--- src/rtl/npc_pc_gen_if.sv ---
// Fetch/branch/trap bundle between the execute, CSR and fetch stages and the PC generator.
// Master drives the resolution inputs and fetch-ready; slave is the PC generator.
interface npc_pc_gen_if #(
    parameter int XLEN  = 64,
    parameter int CNT_W = 32
);
    logic              br_valid;
    logic [7:0]        br_type;
    logic [2:0]        br_cmp;
    logic [XLEN-1:0]   br_pc;
    logic [XLEN-1:0]   br_src1;
    logic [XLEN-1:0]   br_imm;
    logic              trap_valid;
    logic [XLEN-1:0]   trap_target;
    logic              if_ready;
    logic [XLEN-1:0]   pc_out;
    logic              pc_valid;
    logic [XLEN-1:0]   link_data;
    logic              redirect;
    logic              misalign_valid;
    logic [XLEN-1:0]   misalign_addr;
    logic [CNT_W-1:0]  redirect_cnt;

    modport master (
        output br_valid, br_type, br_cmp, br_pc, br_src1, br_imm,
               trap_valid, trap_target, if_ready,
        input  pc_out, pc_valid, link_data, redirect,
               misalign_valid, misalign_addr, redirect_cnt
    );

    modport slave (
        input  br_valid, br_type, br_cmp, br_pc, br_src1, br_imm,
               trap_valid, trap_target, if_ready,
        output pc_out, pc_valid, link_data, redirect,
               misalign_valid, misalign_addr, redirect_cnt
    );
endinterface

--- src/rtl/npc_pc_gen.sv ---
// Registered PC generator: sequential fetch prediction plus branch/jump/trap redirect
// with misalignment reporting and a saturating redirect counter.
module npc_pc_gen #(
    parameter int          XLEN       = 64,
    parameter logic [63:0] RESET_PC   = 64'h8000_0000,
    parameter int          INST_BYTES = 4,
    parameter int          CNT_W      = 32
) (
    input  logic          clk,
    input  logic          rst,
    npc_pc_gen_if.slave   bus
);
    localparam logic [XLEN-1:0] RST_PC     = RESET_PC[XLEN-1:0];
    localparam logic [XLEN-1:0] STEP       = XLEN'(INST_BYTES);
    localparam logic [XLEN-1:0] ALIGN_MASK = XLEN'(INST_BYTES - 1);
    localparam logic [XLEN-1:0] BIT0       = XLEN'(1);

    logic [XLEN-1:0]  pc_q, pc_d;
    logic             valid_q;
    logic             redirect_q, redirect_d;
    logic             mis_q, mis_d;
    logic [XLEN-1:0]  mis_addr_q, mis_addr_d;
    logic [CNT_W-1:0] cnt_q, cnt_d;

    logic             taken;
    logic             aligned;
    logic [XLEN-1:0]  jalr_sum;
    logic [XLEN-1:0]  br_tgt;

    // Zero or multi-hot br_type falls to the default and is never taken.
    always_comb begin
        taken = 1'b0;
        unique case (bus.br_type)
            8'b0000_0001: taken = 1'b1;
            8'b0000_0010: taken = 1'b1;
            8'b0000_0100: taken = bus.br_cmp[0];
            8'b0000_1000: taken = ~bus.br_cmp[0];
            8'b0001_0000: taken = ~bus.br_cmp[1];
            8'b0010_0000: taken = ~bus.br_cmp[2];
            8'b0100_0000: taken = bus.br_cmp[1];
            8'b1000_0000: taken = bus.br_cmp[2];
            default:      taken = 1'b0;
        endcase
    end

    always_comb begin
        jalr_sum   = bus.br_src1 + bus.br_imm;
        br_tgt     = bus.br_type[1] ? (jalr_sum & ~BIT0) : (bus.br_pc + bus.br_imm);
        aligned    = (br_tgt & ALIGN_MASK) == '0;

        redirect_d = bus.trap_valid | (bus.br_valid & taken & aligned);
        mis_d      = ~bus.trap_valid & bus.br_valid & taken & ~aligned;
        mis_addr_d = mis_d ? br_tgt : mis_addr_q;

        pc_d = pc_q;
        if (bus.trap_valid)
            pc_d = bus.trap_target;
        else if (redirect_d)
            pc_d = br_tgt;
        else if (valid_q && bus.if_ready)
            pc_d = pc_q + STEP;

        cnt_d = cnt_q;
        if (redirect_d && (cnt_q != '1))
            cnt_d = cnt_q + CNT_W'(1);
    end

    always_ff @(posedge clk or negedge rst) begin
        if (!rst) begin
            pc_q       <= RST_PC;
            valid_q    <= 1'b0;
            redirect_q <= 1'b0;
            mis_q      <= 1'b0;
            mis_addr_q <= '0;
            cnt_q      <= '0;
        end else begin
            pc_q       <= pc_d;
            valid_q    <= 1'b1;
            redirect_q <= redirect_d;
            mis_q      <= mis_d;
            mis_addr_q <= mis_addr_d;
            cnt_q      <= cnt_d;
        end
    end

    assign bus.pc_out         = pc_q;
    assign bus.pc_valid       = valid_q;
    assign bus.redirect       = redirect_q;
    assign bus.misalign_valid = mis_q;
    assign bus.misalign_addr  = mis_addr_q;
    assign bus.redirect_cnt   = cnt_q;
    assign bus.link_data      = bus.br_pc + STEP;
endmodule
--- src/flat_wrapper.sv ---
// flat-port wrapper written by rule: the top's interface ports become plain ports
module npc_pc_gen_flat 
#(
    parameter int          XLEN       = 64,
    parameter logic [63:0] RESET_PC   = 64'h8000_0000,
    parameter int          INST_BYTES = 4,
    parameter int          CNT_W      = 32
)
  (clk, rst, bus_br_valid, bus_br_type, bus_br_cmp, bus_br_pc, bus_br_src1, bus_br_imm, bus_trap_valid, bus_trap_target, bus_if_ready, bus_pc_out, bus_pc_valid, bus_link_data, bus_redirect, bus_misalign_valid, bus_misalign_addr, bus_redirect_cnt);
  npc_pc_gen_if #(.XLEN(XLEN), .CNT_W(CNT_W)) bus_i ();
  input  logic clk;
  input  logic rst;
  input wire logic [$bits(bus_i.br_valid)-1:0] bus_br_valid;
  input wire logic [$bits(bus_i.br_type)-1:0] bus_br_type;
  input wire logic [$bits(bus_i.br_cmp)-1:0] bus_br_cmp;
  input wire logic [$bits(bus_i.br_pc)-1:0] bus_br_pc;
  input wire logic [$bits(bus_i.br_src1)-1:0] bus_br_src1;
  input wire logic [$bits(bus_i.br_imm)-1:0] bus_br_imm;
  input wire logic [$bits(bus_i.trap_valid)-1:0] bus_trap_valid;
  input wire logic [$bits(bus_i.trap_target)-1:0] bus_trap_target;
  input wire logic [$bits(bus_i.if_ready)-1:0] bus_if_ready;
  output wire logic [$bits(bus_i.pc_out)-1:0] bus_pc_out;
  output wire logic [$bits(bus_i.pc_valid)-1:0] bus_pc_valid;
  output wire logic [$bits(bus_i.link_data)-1:0] bus_link_data;
  output wire logic [$bits(bus_i.redirect)-1:0] bus_redirect;
  output wire logic [$bits(bus_i.misalign_valid)-1:0] bus_misalign_valid;
  output wire logic [$bits(bus_i.misalign_addr)-1:0] bus_misalign_addr;
  output wire logic [$bits(bus_i.redirect_cnt)-1:0] bus_redirect_cnt;
  assign bus_i.br_valid = bus_br_valid;
  assign bus_i.br_type = bus_br_type;
  assign bus_i.br_cmp = bus_br_cmp;
  assign bus_i.br_pc = bus_br_pc;
  assign bus_i.br_src1 = bus_br_src1;
  assign bus_i.br_imm = bus_br_imm;
  assign bus_i.trap_valid = bus_trap_valid;
  assign bus_i.trap_target = bus_trap_target;
  assign bus_i.if_ready = bus_if_ready;
  assign bus_pc_out = bus_i.pc_out;
  assign bus_pc_valid = bus_i.pc_valid;
  assign bus_link_data = bus_i.link_data;
  assign bus_redirect = bus_i.redirect;
  assign bus_misalign_valid = bus_i.misalign_valid;
  assign bus_misalign_addr = bus_i.misalign_addr;
  assign bus_redirect_cnt = bus_i.redirect_cnt;
  npc_pc_gen #(.XLEN(XLEN), .RESET_PC(RESET_PC), .INST_BYTES(INST_BYTES), .CNT_W(CNT_W)) u_core (.clk(clk), .rst(rst), .bus(bus_i));
endmodule
--- config.mk ---
export PLATFORM = sky130hd
export DESIGN_NAME = npc_pc_gen_flat
export DESIGN_NICKNAME = d
export VERILOG_FILES = /design/src/rtl/npc_pc_gen_if.sv /design/src/rtl/npc_pc_gen.sv /design/src/flat_wrapper.sv
export SDC_FILE = /design/constraint.sdc
export NUM_CORES = 1
export LEC_CHECK = 0
export CORE_MARGIN = 10
export CORE_UTILIZATION = 40
export DETAILED_ROUTE_END_ITERATION = 6
export GPL_ROUTABILITY_DRIVEN = 0
export GPL_TIMING_DRIVEN = 0
export PLACE_DENSITY_LB_ADDON = 0.25
export SLEW_MARGIN = 10
export SYNTH_ARGS = -nofsm -noshare
export SYNTH_HDL_FRONTEND = slang
export SYNTH_SLANG_ARGS = --single-unit
--- constraint.sdc ---
create_clock -name clk -period 4.16 [get_ports clk]
set_clock_uncertainty 0.2 [all_clocks]
set_input_delay 0.832 -clock clk [delete_from_list [all_inputs] [get_ports clk]]
set_output_delay 0.832 -clock clk [all_outputs]
set_load 0.01 [all_outputs]
==> impl_metrics.yaml, run 1 <==
sta:
  finalSetupTns_ns: 0
  achievable-frequency_ghz: 0.242
  final_max_slew_viol_count: 0
  setup_viol: 0
  period_minus_slack_ns: 4.13
  fin_crit_sh_pct: 99.2
  grt_setup_unrepaired: "yes"
  hold_viol_final: 0
  postLayoutSetupSlackWorst_ns: 0.0333
  slew_at_the_pin_closest_to_its_max_slew_limit_ns: 1.18
  max_slew_margin_pct: 20.3
yosys:
  ys_ff_latch: 163
  synth.lib_cells_used.distinct: 94
  synth.area.top_cells: "dfrtp_1 (23%), ha_1 (9.0%), xnor2_1 (8.1%)"
  synthDominantCellAreaShare_pct: 22.7
  postSynthCellCount: 2378
  yosys_warnings: 0
  synth-compound-area-share_pct: 25.1
  synth_most_common_cell: "nand2_1"
  seq_area_frac_synth_pct: 22.9
  yosys_most_used_dff: "dfrtp_1"
  synth.cell_area_um2: 17900
  post_synth_most_frequent_cells: "nand2_1 (294), a21oi_1 (246), nor2_1 (204)"
  synth_top_family_by_area: "compound AO/OA/AOI/OAI gates"
  synthAdderAreaFrac_pct: 9.26
  yosys.area.top_type: "dfrtp_1"
  synth-simple-area-share_pct: 24.2
  post_synth_xor_area_fraction_pct: 13.1
  syn_nets: 2780
  average_cell_area_after_synthesis_um2: 7.51
  synth_async_sr_flop_share_pct: 100
  edff_count_synth: 0
  share_of_synthesized_area_spent_on_multiplexers_pct: 1.73
power:
  sequentialPowerShare_pct: 28.1
  power.switching_uw: 2770
  p_sw_share_pct: 40.2
  comb_power_share_pct: 47.7
  internal-power_uw: 4120
  p_per_area_nw_per_um2: 275
  static-leakage-power_uw: 0.0102
  clock_power_share_pct: 24.2
  ir_worst_vdd_v: 0.000272
cts:
  cts_max_path_buffers: 2
  clk_pin_slew_worst_setup_hold_paths_ns: 0.07
  htree_num_levels: 4
  cts_tree: "built"
  root_buffer: "clkbuf_16"
  tritoncts.num_buffers: 17
  insertion_delay_ns: 0.44
  cts_sinks: 163
critical_path:
  cpLargestDelayFamily: "compound AO/OA/AOI/OAI gates"
  setup.worst_path.start_class: "input port"
  crit_slowest_cell: "clkdlybuf4s50_1"
  crit_path_max_fanout: 5
  crit_buf_inv: 2
  crit_chain: "clkdlybuf4s50_1 -> ha_1 -> a211oi_4 -> o211ai_2 -> a211oi_4 -> o2111ai_2 -> nand3_1 -> and2_1 -> buf_2 -> o21bai_1 -> xnor2_1 -> a21oi_1 -> a221o_1"
  critPathRequiredTime_ns: 4.29
  crit_arrival_ns: 4.26
  cp_slowest_stage_delay_ns: 0.48
  cpMostUsedCell: "a211oi_4"
  critPathCaptureType: "flip-flop"
  critical_path_class: "input port to flip-flop"
routing:
  final_antenna_net_count: 0
  number_of_vias_per_cell: 6.06
  total_routed_length_mm: 86.9
  wire_per_inst_um: 24.6
  drt-initial-drc-count: 2362
  drc: 0
  drt_pass_1_iters: 6
  dr_total_vias: 21407
run:
  max_cap_viol: 0
global_route:
  grt_antenna_before_repair: 3
  maximum_number_of_pins_on_one_net_before_global_route_repair: 110
  grt_util_all_layers_pct: 30.6
  global_route_wire_length_before_repair_mm: 127
  via_count_of_the_first_global_routing_pass: 20571
  grt_remaining_overflow: 0
die:
  chipWidth_um: 231
  core_um2: 44200
  rows: 77
  vert_die_dim_um: 231
  floorplan.initialDensity_pct: 40.4
  dieArea_um2: 53500
  design.portCount: 499
min_path:
  min_path_type: "input port to asynchronous set/reset pin"
final_layout:
  instances_no_fill: 3531
  ratio_of_cells_with_drive_above_1_in_the_final_layout_pct: 9.40
  design.final.nets: 3324
  syn2layout_area_growth_pct: 40.4
placement:
  numPortBuffers: 498
  dpl_worst_slack_ns: -1.75
  hpwlAfterDp_mm: 71.7
  dpl.cell_count: 3469
status:
  status: "complete, no violations"
==> final timing paths <==
check / from / endpoint / slack (ns) / depth (start not counted)
setup / recovery: bus_br_imm[1] / u_core.bus.pc_out[33] / 0.03 / 13
min in group clk: u_core.bus.misalign_addr[19] / u_core.bus.misalign_addr[19] / 0.28 / 2
max in group asynchronous: rst / u_core.bus.misalign_addr[46] / 2.74 / 2
setup reg to reg: u_core.bus.pc_out[2] / u_core.bus.pc_out[44] / 0.72 / 12
hold / removal: rst / u_core.bus.pc_out[1] / 0.11 / 1
hold reg to reg: u_core.bus.misalign_addr[19] / u_core.bus.misalign_addr[19] / 0.28 / 2
==> metrics by stage <==
step           utilization (%)  area (µm²)  power (µW)  hold WS (ns)
6_report                  56.7       25100        6900         0.114
3_5_place_dp              53.4       23600        5030         0.272
3_3_place_gp              53.3       23600        4980         0.265
5_1_grt                   56.7       25100        7190         0.136
2_1_floorplan                -       17900        3540         0.314
4_1_cts                   55.5       24600        6710         0.125
==> registers in the layout (all words and copies together), names as in the netlist <==
register / count
u_core.bus.redirect_cnt: 32
u_core.bus.pc_valid: 1
u_core.bus.redirect: 1
u_core.bus.misalign_valid: 1
u_core.bus.misalign_addr: 64
u_core.bus.pc_out: 64
==> layout make-up <==
type	count	area, µm²
clock inverter	12	154
antenna	4	10.0
sequential	163	4080
inverter	53	199
timing repair buffer	530	5180
buffer	106	449
clock buffer	20	457
multi-input combinational	2051	13800
tap	592	741
fill	4089	19200
==> logic make-up (layout without fill, tap and decap cells) <==
family / after synthesis / in the layout
other: 1 / 5
buffers and inverters: 164 / 721
xor gates and xnor gates: 267 / 267
adders and majority gates: 131 / 131
AOI/OAI and AO/OA: 723 / 723
muxes: 30 / 30
and+or+nand+nor: 899 / 899
DFF: 163 / 163
==> routing by layer <==
layer	global-route usage (%)	vias up	routed length (µm)	part of all wire, %
met5	0	-	18	0.021
met4	11.2	2	3370	3.9
met3	7.55	181	9050	10
met2	50.0	1279	39900	46
met1	38.3	10205	34500	40
li1	-	9740	-	-
==> power groups by stage <==
stage          Sequential, µW  Clock (µW)  Combinational (µW)
2_1_floorplan            2000           0                1550
3_3_place_gp             1950           0                3030
3_5_place_dp             1960           0                3070
4_1_cts                  1930        1660                3120
5_1_grt                  1960        1740                3500
6_report                 1940        1670                3290
==> timing repair <==
item	4_1_cts	5_1_grt
endpoints found under the setup margin	183	134
endpoints found under the hold margin	0	0
pin swaps	18	42
hold buffers	0	0
resized for setup	200	118
buffers inserted	14	17
==> layout by cell type, fill, tap and decap left out, types with 12 or more instances in the layout <==
cell             netlist  final
clkbuf_1              80     70
mux2i_1               23     16
clkdlybuf4s50_1        0    434
a31oi_1               28     24
o21a_1                17     17
o21bai_1              28     28
a21o_1                37     37
nor3_1                47     42
nor4_1                16     12
dlygate4sd2_1          0     31
o21ai_1               17     23
dfrtp_1              162    162
nor2b_1               17     17
and3_1                59     56
nand2_1              294    287
clkbuf_16              0     17
o22ai_1               20     20
xnor2_1              165    160
buf_4                  4     33
xor2_1               101    101
nand2b_1              25     24
buf_2                 20     34
nand3_1               82     76
ha_1                 128    120
a211oi_1              36     33
a21oi_1              246    236
o211ai_1              17     17
and2_1                23     19
o21ai_0              168    155
inv_1                 51     51
nor2_1               204    194
nand4_1               81     81
(Power assumes the default switching activity.)
==> run 2: changes to the inputs <==
CORE_UTILIZATION = 50   (was 40)
==> impl_metrics.yaml, run 2 (synthesized netlist as in run 1, its figures left out) <==
die:
  dieArea_um2: 43700
  design.portCount: 499
  floorplan.initialDensity_pct: 50.4
  vert_die_dim_um: 209
  rows: 69
  chipWidth_um: 209
  core_um2: 35400
sta:
  setup_viol: 2
  achievable-frequency_ghz: 0.239
  slew_at_the_pin_closest_to_its_max_slew_limit_ns: 1.20
  fin_crit_sh_pct: 101
  period_minus_slack_ns: 4.18
  max_slew_margin_pct: 18.9
  postLayoutSetupSlackWorst_ns: -0.0228
  final_max_slew_viol_count: 0
  hold_viol_final: 0
  grt_setup_unrepaired: "yes"
min_path:
  min_path_type: "input port to asynchronous set/reset pin"
routing:
  total_routed_length_mm: 85.1
  number_of_vias_per_cell: 6.51
  drc: 6
  final_antenna_net_count: 0
  wire_per_inst_um: 24.9
  drt-initial-drc-count: 2908
  dr_total_vias: 22194
  drt_pass_1_iters: 7
power:
  ir_worst_vdd_v: 0.000295
  p_sw_share_pct: 40.5
  internal-power_uw: 4060
  clock_power_share_pct: 22.6
  sequentialPowerShare_pct: 28.5
  p_per_area_nw_per_um2: 272
  comb_power_share_pct: 48.9
  static-leakage-power_uw: 0.0103
  power.switching_uw: 2770
cts:
  cts_max_path_buffers: 2
  clk_pin_slew_worst_setup_hold_paths_ns: 0.06
  insertion_delay_ns: 0.45
  cts_tree: "built"
  cts_hold_buf: 0
  root_buffer: "clkbuf_16"
  cts_sinks: 163
  htree_num_levels: 4
  tritoncts.num_buffers: 17
global_route:
  maximum_number_of_pins_on_one_net_before_global_route_repair: 97
  via_count_of_the_first_global_routing_pass: 20822
  grt_antenna_before_repair: 1
  global_route_wire_length_before_repair_mm: 124
  grt_remaining_overflow: 0
  grt_util_all_layers_pct: 35.9
critical_path:
  crit_slowest_cell: "clkdlybuf4s50_1"
  crit_chain: "clkdlybuf4s50_1 -> ha_1 -> a21oi_1 -> o211ai_1 -> a21boi_0 -> nor3_1 -> o21ai_2 -> a21oi_1 -> a311oi_2 -> buf_4 -> o21ai_0 -> xor2_1 -> o311a_1"
  critPathRequiredTime_ns: 4.28
  cp_slowest_stage_delay_ns: 0.51
  cpMostUsedCell: "a21oi_1"
  critPathCaptureType: "flip-flop"
  crit_arrival_ns: 4.30
  critical_path_class: "input port to flip-flop"
  crit_path_max_fanout: 5
  setup.worst_path.start_class: "input port"
placement:
  dpl_worst_slack_ns: -1.68
  numPortBuffers: 498
  hpwlAfterDp_mm: 68.3
final_layout:
  design.final.nets: 3337
  layout.cells.most_common: "clkdlybuf4s50_1"
  final_util_pct: 70.8
  syn2layout_area_growth_pct: 40.4
  ratio_of_cells_with_drive_above_1_in_the_final_layout_pct: 9.87
  layout.cells.most_common_list: "clkdlybuf4s50_1 (432), nand2_1 (286), a21oi_1 (234), nor2_1 (192), dfrtp_1 (162)"
run:
  max_cap_viol: 0
status:
  violated_checks: "DRC, setup timing"
  status: "finished, violations left"
[run 2: cell count changes in the layout (fill, tap and decap cells not counted), moves of 3 or more]
| cell | before | now |
|---|---|---|
| buf_4 | 33 | 46 |
| dlymetal6s2s_1 | 5 | 8 |
| buf_6 | 6 | 2 |
| ha_1 | 120 | 117 |
| ha_4 | 3 | 8 |
| o21ai_1 | 23 | 20 |
| clkbuf_1 | 70 | 75 |
| buf_2 | 34 | 38 |
| clkdlybuf4s15_2 | 5 | 0 |
| nor2_4 | 4 | 7 |
| mux2i_2 | 6 | 3 |
| o21ai_0 | 155 | 158 |
[run 2: per-layer routing]
metal | track usage, % | up-vias | routed length (µm)
met5 | 0 | - | 0
met4 | 17.2 | 0 | 4760
met3 | 10.2 | 333 | 11100
met2 | 56.9 | 1725 | 37800
met1 | 44.0 | 10373 | 31400
li1 | - | 9763 | -
[run 2: path summary, 6_finish.rpt]
| path | cells past startpoint | slack [ns] | end | from |
|---|---|---|---|---|
| max | 13 | -0.02 | u_core.bus.pc_out[60] | bus_br_imm[15] |
| min reg2reg | 2 | 0.29 | u_core.bus.misalign_addr[28] | u_core.bus.misalign_addr[28] |
| max reg2reg | 12 | 0.73 | u_core.bus.pc_out[44] | u_core.bus.pc_out[2] |
| min in group clk | 2 | 0.29 | u_core.bus.misalign_addr[28] | u_core.bus.misalign_addr[28] |
| min | 1 | 0.11 | u_core.bus.redirect_cnt[4] | rst |
| max in group asynchronous | 2 | 2.76 | u_core.bus.misalign_addr[58] | rst |
[run 2: layout make-up]
| class | count | area, µm² |
|---|---|---|
| diodes | 2 | 5.00 |
| plain buffers | 108 | 472 |
| clock buffers | 25 | 495 |
| clock inverters | 7 | 72.6 |
| fillers | 2813 | 10300 |
| inverters | 53 | 199 |
| multi-input cells | 2051 | 13900 |
| flip-flops and latches | 163 | 4080 |
| well taps | 461 | 577 |
| repair buffers | 541 | 5250 |
[run 2: power groups by stage]
stage / Sequential, µW / Combinational [µW] / Clock (µW)
2_1_floorplan: 2000 / 1550 / 0
5_1_grt: 1950 / 3520 / 1590
6_report: 1940 / 3340 / 1540
3_5_place_dp: 1960 / 3040 / 0
4_1_cts: 1930 / 3080 / 1530
3_3_place_gp: 1950 / 2990 / 0
[run 2: metrics by stage]
step,cells,total power [µW],hold WS [ns],instance area (µm²),setup TNS [ns]
2_1_floorplan,2378,3540,0.314,17900,0
3_3_place_gp,3337,4930,0.263,23400,-851.72
3_5_place_dp,3338,5000,0.267,23400,-122.11
4_1_cts,3387,6550,0.147,24300,-0.104
5_1_grt,3411,7070,0.166,25100,-0.690
6_report,3411,6820,0.111,25100,-0.0402
[run 2: worst max-delay path, delay by kind of cell]
kind	cells	cell delay, ns
AO/OA/AOI/OAI	8	1.98
XOR/XNOR	1	0.22
adder cells (fa/ha/maj)	1	0.43
buffers and inverters	2	0.70
AND/OR/NAND/NOR	1	0.15
[run 2: timing repair]
item / CTS / global route
endpoints found under the setup margin: 163 / 140
resized for setup: 185 / 159
pin swaps: 15 / 32
buffers inserted: 18 / 25
